`src/rtl/cx_deserializer.sv`:
```
// cx_deserializer: collects a serial LSB-first bitstream into CW_WIDTH-bit codewords for the (11,7) syndrome decoder.
// Latency: a codeword appears on cx/cx_valid one cycle after the clock that captures its last bit (no bypass).
// Backpressure: one-entry output slot; a word completing while the slot is held drops and sets sticky overflow.
// Optional build macro CX_DESER_TIMEOUT_EN: aborts a frame after TIMEOUT_CYCLES consecutive idle cycles in RECV.
module cx_deserializer #(
    parameter int CW_WIDTH       = 11,
    parameter int CNT_WIDTH      = 4,
    parameter int TIMEOUT_CYCLES = 15
) (
    input  logic                clk,
    input  logic                rst,
    input  logic                sin,
    input  logic                sin_valid,
    input  logic                sof,
    output logic [CW_WIDTH-1:0] cx,
    output logic                cx_valid,
    input  logic                cx_ready,
    output logic                busy,
    output logic                frame_err,
    output logic                overflow,
    input  logic                clr_ovf
);

    // The bit counter must be able to address every codeword position.
    if (((1 << CNT_WIDTH) <= CW_WIDTH) || (TIMEOUT_CYCLES < 1)) begin : g_param_err
        $error("cx_deserializer: CNT_WIDTH too small for CW_WIDTH, or TIMEOUT_CYCLES < 1");
    end

    localparam logic [0:0]           ST_IDLE  = 1'b0;
    localparam logic [0:0]           ST_RECV  = 1'b1;
    localparam logic [CNT_WIDTH-1:0] LAST_POS = CNT_WIDTH'(CW_WIDTH - 1);
    localparam logic [CNT_WIDTH-1:0] CNT_ONE  = CNT_WIDTH'(1);

    // Frame assembly state
    logic [0:0]           r_state;
    logic [CNT_WIDTH-1:0] r_cnt;
    logic [CW_WIDTH-1:0]  r_shift;

    // Output slot and status
    logic [CW_WIDTH-1:0]  r_cx;
    logic                 r_cx_valid;
    logic                 r_frame_err;
    logic                 r_overflow;

    // Per-cycle decode
    logic                 w_accept;     // this bit is written into the shift register
    logic                 w_restart;    // sof arrived while a frame was already open
    logic [CNT_WIDTH-1:0] w_pos;        // position the incoming bit lands in
    logic                 w_complete;   // this bit fills the last position
    logic                 w_slot_free;  // output slot can take a word at this edge
    logic                 w_take;       // completed word goes to the output slot
    logic                 w_drop;       // completed word is lost to a held slot
    logic                 w_timeout;    // open frame abandoned for being idle too long
    logic [CW_WIDTH-1:0]  w_word;       // shift register with the incoming bit merged in

    // Decode the incoming bit against the current frame state
    always_comb begin
        w_accept    = sin_valid & (sof | (r_state == ST_RECV));
        w_restart   = sin_valid & sof & (r_state == ST_RECV);
        w_pos       = sof ? '0 : r_cnt;
        w_complete  = w_accept & (w_pos == LAST_POS);
        w_slot_free = ~r_cx_valid | cx_ready;
        w_take      = w_complete & w_slot_free;
        w_drop      = w_complete & ~w_slot_free;
    end

    // Merge the incoming bit at its position so a completing word can be loaded in one edge
    always_comb begin
        w_word = r_shift;
        for (int i = 0; i < CW_WIDTH; i++) begin
            if (CNT_WIDTH'(i) == w_pos) begin
                w_word[i] = sin;
            end
        end
    end

`ifdef CX_DESER_TIMEOUT_EN
    localparam int               TO_W    = (TIMEOUT_CYCLES < 2) ? 1 : $clog2(TIMEOUT_CYCLES + 1);
    localparam logic [TO_W-1:0]  TO_LAST = TO_W'(TIMEOUT_CYCLES - 1);
    localparam logic [TO_W-1:0]  TO_ONE  = TO_W'(1);

    logic [TO_W-1:0] r_idle;

    // The idle gap ends the frame on the edge where the counter would reach TIMEOUT_CYCLES
    always_comb begin
        w_timeout = (r_state == ST_RECV) & ~sin_valid & (r_idle == TO_LAST);
    end

    // Count consecutive idle cycles inside a frame; held at zero outside RECV
    always_ff @(posedge clk or posedge rst) begin
        if (rst) begin
            r_idle <= '0;
        end else if ((r_state != ST_RECV) || sin_valid || w_timeout) begin
            r_idle <= '0;
        end else begin
            r_idle <= r_idle + TO_ONE;
        end
    end
`else
    // Without the timeout a frame may stall in RECV indefinitely
    always_comb begin
        w_timeout = 1'b0;
    end
`endif

    // Frame FSM, bit counter and shift register
    always_ff @(posedge clk or posedge rst) begin
        if (rst) begin
            r_state <= ST_IDLE;
            r_cnt   <= '0;
            r_shift <= '0;
        end else if (w_timeout) begin
            r_state <= ST_IDLE;
            r_cnt   <= '0;
        end else if (w_accept) begin
            r_shift <= w_word;
            if (w_complete) begin
                r_state <= ST_IDLE;
                r_cnt   <= '0;
            end else begin
                r_state <= ST_RECV;
                r_cnt   <= w_pos + CNT_ONE;
            end
        end
    end

    // Single-cycle error pulse for an early restart or an abandoned frame
    always_ff @(posedge clk or posedge rst) begin
        if (rst) begin
            r_frame_err <= 1'b0;
        end else begin
            r_frame_err <= w_restart | w_timeout;
        end
    end

    // Output slot: load on completion when free, otherwise clear valid once consumed
    always_ff @(posedge clk or posedge rst) begin
        if (rst) begin
            r_cx       <= '0;
            r_cx_valid <= 1'b0;
        end else if (w_take) begin
            r_cx       <= w_word;
            r_cx_valid <= 1'b1;
        end else if (r_cx_valid & cx_ready) begin
            r_cx_valid <= 1'b0;
        end
    end

    // Sticky overflow; a drop in the same cycle as clr_ovf keeps the flag set
    always_ff @(posedge clk or posedge rst) begin
        if (rst) begin
            r_overflow <= 1'b0;
        end else if (w_drop) begin
            r_overflow <= 1'b1;
        end else if (clr_ovf) begin
            r_overflow <= 1'b0;
        end
    end

    assign cx        = r_cx;
    assign cx_valid  = r_cx_valid;
    assign busy      = (r_state == ST_RECV);
    assign frame_err = r_frame_err;
    assign overflow  = r_overflow;

endmodule

```
`config.mk`:
```
export PLATFORM = sky130hd
export DESIGN_NAME = cx_deserializer
export DESIGN_NICKNAME = d
export VERILOG_FILES = /design/src/rtl/cx_deserializer.sv
export SDC_FILE = /design/constraint.sdc
export NUM_CORES = 1
export LEC_CHECK = 0
export BUFFER_PORTS_ARGS = -buffer_cell sky130_fd_sc_hd__buf_2
export CAP_MARGIN = 0
export CORE_MARGIN = 4
export CORE_UTILIZATION = 42
export DETAILED_ROUTE_END_ITERATION = 10
export PLACE_DENSITY = 0.69
export SLEW_MARGIN = 30
export SYNTH_ARGS = -nofsm -noshare
export SYNTH_HDL_FRONTEND = slang
export SYNTH_SLANG_ARGS = --single-unit
export TNS_END_PERCENT = 100
```
`constraint.sdc`:
```
create_clock -name clk -period 2.4 [get_ports clk]
set_input_delay 0.48 -clock clk [delete_from_list [all_inputs] [get_ports clk]]
set_output_delay 0.48 -clock clk [all_outputs]
set_load 0.05 [all_outputs]
```
==> key figures, run 1 <==
Clock network
  – Htree depth: 2
  – Post-CTS Setup Inserts: 0
  – Buffer depth of the longest clock path: 2
  – Clk slew on worst S/H paths: 0.08 ns
  – Clock Sinks: 29
  – CTS tree: done
  – Cts-stage hold buffer count: 0
  – Resize count post-CTS: 0
  – Worst-Skew Late Latency: 0.32 ns
  – Root Driver: clkbuf_4
  – Num CTS Buffers: 5

Logic synthesis
  – Register area share after synthesis: 49.3%
  – Ys Warns: 0
  – Cell Area, Synth: 0.00147 mm^2
  – Syn_nets: 138
  – EDFF count, synth: 0
  – Ys async rst share: 100%
  – Mapped Cells: 127
  – Synth Flop Type: dfrtp_1
  – Library cells used by synthesis: 32
  – Synth Area per Inst: 11.6 um^2
  – #FFs+latches synth: 29

Place
  – HPWL Detailed: 2090 um
  – DP Worst Slack: 0.209 ns
  – Final RePlAce weighted congestion: 0.729
  – PortBufs: 21

STA
  – Final worst path period need: 1.97 ns
  – Final Hold Fails: 0
  – Achievable Freq: 0.508 GHz
  – Final setup viols: 0
  – Final setup margin: 0.432 ns
  – Setup TNS: 0 ns
  – Worst slew margin: 75.4%
  – RSZ-0062 raised after global routing: false
  – Worst-margin pin slew: 0.369 ns
  – Clock skew: 0.00559 ns
  – Final Max Slew Viols: 0
  – Period utilization: 82.0%

Drt
  – Post-Route WL: 2790 um
  – Pre-antenna DRT Iters: 4
  – Initial DRC Count: 67
  – DRC: 0
  – Vias per inst: 5.10
  – Routed len/inst: 14.2 um
  – Routed Antenna Nets: 0
  – Via count: 1,004

Power
  – VDD IR max: 0.364 mV
  – PD cells: 693 mW/mm^2
  – Static Leak: 0.841 nW

Global routing
  – First-pass GRT wire length: 4760 um
  – Vias in the first global route: 1,043
  – Largest net degree at the start of global routing: 30
  – Grt ovf: 0
  – Antenna violations before repair: 0
  – GR Util All Layers: 14.2%

Critical path
  – Worst Reg-to-Reg Cells: 7
  – Crit path capture type: flip-flop
  – Crit-path max FO: 6
  – Startpoint types: flip-flop
  – Arrival time at the worst endpoint: 2.16 ns
  – Critical Path RT: 2.60 ns
  – Crit path kind: flip-flop to flip-flop

Cells and area
  – Commonest non-fill, non-tap cells in the layout: 29 x dfrtp_1, 21 x buf_2, 13 x inv_1, 12 x mux2i_1, 9 x o21ai_0
  – Antenna Cells: 0
  – Share of cells above drive strength 1: 32.5%
  – Synth-to-Final Area Change: 13.8%
  – Nets: 162
  – Commonest non-fill, non-tap cell in the layout: dfrtp_1

Floorplanning
  – Die W: 67.2 um
  – Initial Util: 43.8%
  – Ports: 22
  – Total Die Area: 0.00452 mm^2
  – Area of the core: 0.00336 mm^2
  – Row count: 21
  – Die height: 67.2 um

Status
  – Outcome: finished, final reports clean

Run
  – Max-Cap Viols: 0

Worst hold path
  – Worst hold path class: input pin to asynchronous set/reset pin
-- state kept, by name (all words and copies together) (netlist names) --
register and cells:
cx 11, frame_err 1, busy 1, r_cnt 4
cx_valid 1, r_shift 10, overflow 1
-- final timing paths --
check	from	slack, ns	to
worst max register to register	r_cnt[0]	0.43	cx[8]
max in group asynchronous	rst	1.92	r_shift[5]
worst max-delay path	r_cnt[0]	0.43	cx[8]
min in group clk	clr_ovf	0.34	overflow
worst min register to register	r_shift[7]	0.48	r_shift[7]
worst min-delay path	rst	0.22	frame_err
-- final cells by class --
type,instances,area (um^2)
multi-input combinational,77,653
clock buffer,7,55.1
fill,320,1690
inverter,13,48.8
timing repair buffer,25,135
sequential,29,726
tap,46,57.6
-- synth_stat cells (2+ instances only) --
cell type | n | area share, %
a21boi_0 | 4 | 2.0
a22o_1 | 2 | 1.2
and4bb_2 | 6 | 5.1
buf_2 | 4 | 1.4
clkbuf_2 | 2 | 0.68
dfrtp_1 | 29 | 49
ha_1 | 4 | 3.4
inv_1 | 13 | 3.3
mux2_2 | 5 | 3.8
mux2_4 | 4 | 4.1
mux2i_1 | 12 | 8.2
nand2_1 | 7 | 1.8
nand3_1 | 2 | 0.68
nor2_1 | 3 | 0.76
nor2b_1 | 2 | 0.85
o211ai_1 | 4 | 2.0
o21ai_0 | 9 | 3.1
-- through the flow --
| stage | cell area, um^2 | std cells | total power [mW] | hold slack (ns) | util, % |
|---|---|---|---|---|---|
| global placement | 1620 | 190 | 0.870 | 0.461 | 48.2 |
| floorplan | 1470 | 127 | 0.811 | 0.449 | - |
| finish | 1680 | 197 | 1.16 | 0.217 | 49.8 |
| CTS | 1680 | 197 | 1.18 | 0.224 | 49.8 |
| detailed placement | 1620 | 190 | 0.883 | 0.471 | 48.2 |
| global route | 1680 | 197 | 1.24 | 0.235 | 49.8 |
-- power by group --
group	total (mW)	internal [mW]	switching (mW)	leakage (nW)
Combinational	0.258	0.108	0.150	0.451
Sequential	0.614	0.563	0.0508	0.359
Clock	0.290	0.138	0.152	0.0314
Total	1.16	0.809	0.352	0.841
-- cells by family (layout without fill, tap and decap cells) --
family                     after synthesis  count (layout)  share of synthesized area [%]
DFF                                     29              29                           49.3
and+or+nand+nor                         27              27                           13.8
AOI/OAI and AO/OA                       25              25                           11.0
muxes                                   21              21                           16.1
buffers and inverters                   21              45                           6.37
adders and majority gates                4               4                           3.40
-- metal layers --
layer	GRT usage, %	routed length (um)	up-vias
met1	16.7	1320	483
met4	5.82	33	0
met2	23.3	1290	24
met5	0	0	-
li1	-	-	492
met3	5.16	150	5
-- worst max-delay path, cell delays in order (launching register included) --
cell and delay [ns]:
dfrtp_1 0.40, nor2b_1 0.16, inv_1 0.11, ha_1 0.26
and4bb_4 0.28, nand4_2 0.24, buf_4 0.27, mux2i_1 0.13
Power figures use the tool's default switching activity.
==> run 2, diff against run 1 <==
==> constraint.sdc (replaced) <==
create_clock -name clk -period 2 [get_ports clk]
set_input_delay 0.4 -clock clk [delete_from_list [all_inputs] [get_ports clk]]
set_output_delay 0.4 -clock clk [all_outputs]
set_load 0.05 [all_outputs]
==> key figures, run 2 (same netlist as run 1, synthesis figures left out) <==
Critical path
  – Worst-path cell chain: nor2b_1 -> inv_1 -> ha_2 -> and4bb_4 -> nand4_2 -> buf_4 -> mux2i_1 (was nor2b_1 -> inv_1 -> ha_1 -> and4bb_4 -> nand4_2 -> buf_4 -> mux2i_1)
  – FF-to-FF setup slack: 0.11 ns (was 0.43 ns)
  – Arrival time at the worst endpoint: 2.10 ns (was 2.16 ns)
  – Crit path kind: flip-flop to flip-flop (unchanged)
  – Worst Reg-to-Reg Cells: 7 (unchanged)
  – Startpoint types: flip-flop (unchanged)
  – Crit-path max FO: 7 (was 6)
  – CP startpoint: r_cnt[0] (unchanged)
  – Reg-to-Reg End: cx[8] (unchanged)
  – Worst setup path endpoint: cx[8] (unchanged)
  – CP delay by family, top: simple AND/OR/NAND/NOR gates (unchanged)
  – Largest stage delay, worst path: 0.41 ns (was 0.40 ns)
  – Critical Path RT: 2.22 ns (was 2.60 ns)
  – Slowest CP cell: dfrtp_1 (unchanged)
  – Crit path buf inv count: 2 (unchanged)
  – Crit path capture type: flip-flop (unchanged)
  – WP depth: 7 (unchanged)
  – RR Startpoint: r_cnt[0] (unchanged)

Cells and area
  – Antenna Cells: 0 (unchanged)
  – Final instance area: 0.00172 mm^2 (was 0.00168 mm^2)
  – Final core utilization: 51.0% (was 49.8%)
  – Commonest non-fill, non-tap cell in the layout: dfrtp_1 (unchanged)
  – Layout fillers: 325 (was 320)
  – Commonest non-fill, non-tap cells in the layout: 29 x dfrtp_1, 21 x buf_2, 13 x inv_1, 12 x mux2i_1, 9 x o21ai_0 (unchanged)
  – Layout Cells excl Fill: 201 (was 197)
  – Synth-to-Final Area Change: 16.5% (was 13.8%)
  – Nets: 166 (was 162)
  – Share of cells above drive strength 1: 35.5% (was 32.5%)
  – Max reg flops: 11 (unchanged)

Clock network
  – Post-CTS Setup Inserts: 0 (unchanged)
  – Clk slew on worst S/H paths: 0.09 ns (was 0.08 ns)
  – Root Driver: clkbuf_4 (unchanged)
  – Worst-Skew Late Latency: 0.33 ns (was 0.32 ns)
  – CTS tree: done (unchanged)
  – Clock Sinks: 29 (unchanged)
  – Buffer depth of the longest clock path: 2 (unchanged)
  – Htree depth: 2 (unchanged)
  – Cts-stage hold buffer count: 0 (unchanged)
  – Num CTS Buffers: 5 (unchanged)
  – Resize count post-CTS: 0 (unchanged)

Drt
  – Routed Antenna Nets: 0 (unchanged)
  – Vias per inst: 5.04 (was 5.10)
  – Post-Route WL: 2880 um (was 2790 um)
  – Pre-antenna DRT Iters: 4 (unchanged)
  – DRC: 0 (unchanged)
  – Via count: 1,014 (was 1,004)
  – Routed len/inst: 14.3 um (was 14.2 um)
  – Initial DRC Count: 21 (was 67)

STA
  – Final worst path period need: 1.89 ns (was 1.97 ns)
  – Worst slew margin: 61.2% (was 75.4%)
  – Period utilization: 94.3% (was 82.0%)
  – Final Hold Fails: 0 (unchanged)
  – Final Max Slew Viols: 0 (unchanged)
  – Worst-margin pin slew: 0.576 ns (was 0.369 ns)
  – RSZ-0062 raised after global routing: false (unchanged)
  – Final hold slack: 0.130 ns (was 0.217 ns)
  – Final setup viols: 0 (unchanged)
  – Clock skew: 0.00671 ns (was 0.00559 ns)
  – Achievable Freq: 0.530 GHz (was 0.508 GHz)
  – Final setup margin: 0.115 ns (was 0.432 ns)
  – Setup TNS: 0 ns (unchanged)

Place
  – Final RePlAce weighted congestion: 0.772 (was 0.729)
  – DP Worst Slack: 0.0711 ns (was 0.209 ns)
  – Placed cells: 194 (was 190)
  – HPWL Detailed: 2080 um (was 2090 um)
  – PortBufs: 21 (unchanged)
  – Placed cell area: 0.00166 mm^2 (was 0.00162 mm^2)

Power
  – PD cells: 825 mW/mm^2 (was 693 mW/mm^2)
  – VDD IR max: 0.390 mV (was 0.364 mV)
  – Tot Pwr: 1.42 mW (was 1.16 mW)
  – Static Leak: 0.862 nW (was 0.841 nW)

Global routing
  – Vias in the first global route: 1,055 (was 1,043)
  – Grt ovf: 0 (unchanged)
  – First-pass GRT wire length: 4820 um (was 4760 um)
  – GR Util All Layers: 14.7% (was 14.2%)
  – Antenna violations before repair: 0 (unchanged)
  – Largest net degree at the start of global routing: 30 (unchanged)

Floorplanning
  – Total Die Area: 0.00452 mm^2 (unchanged)
  – Area of the core: 0.00336 mm^2 (unchanged)
  – Row count: 21 (unchanged)
  – Ports: 22 (unchanged)
  – Die height: 67.2 um (unchanged)
  – Die W: 67.2 um (unchanged)
  – Initial Util: 43.8% (unchanged)

Worst hold path
  – Worst hold path class: input pin to asynchronous set/reset pin (unchanged)

Run
  – Max-Cap Viols: 0 (unchanged)

Status
  – Outcome: finished, final reports clean (unchanged)
==> run 2: changes by cell type in the layout (fill, tap and decap cells not counted), sizes merged <==
cell	change
buf	+4
==> run 2: tightest hold or removal path, delay by kind of cell <==
kind | cells | cell delay (ns)
buffers and inverters | 3 | 0.47
==> run 2: where the power goes <==
part | internal [mW] | switching [mW] | total (mW)
clock network | 0.166 | 0.192 | 0.358
logic | 0.141 | 0.181 | 0.321
registers | 0.676 | 0.0608 | 0.736
total | 0.982 | 0.434 | 1.42
==> run 2: layout make-up <==
class	count	area [um^2]	area share, %
Inverter	13	48.8	2.84
Timing Repair Buffer	29	165	9.63
Multi-Input combinational cell	77	663	38.7
Tap cell	46	57.6	3.36
Clock buffer	7	55.1	3.21
Sequential cell	29	726	42.3
==> run 2: routing by layer <==
| layer | wire [um] | global-route usage [%] |
|---|---|---|
| met1 | 1320 | 18.2 |
| met4 | 70 | 8.35 |
| met2 | 1330 | 22.9 |
| met5 | 0 | 0 |
| met3 | 163 | 4.16 |
==> run 2: worst min-delay path by stage <==
stage               startpoint          to  cells after the start
finish                     rst      cx[10]                      3
CTS                        rst       cx[1]                      3
floorplan           r_shift[4]  r_shift[4]                      2
detailed placement  r_shift[9]  r_shift[9]                      2
global route               rst       cx[5]                      3
global placement    r_shift[5]  r_shift[5]                      2
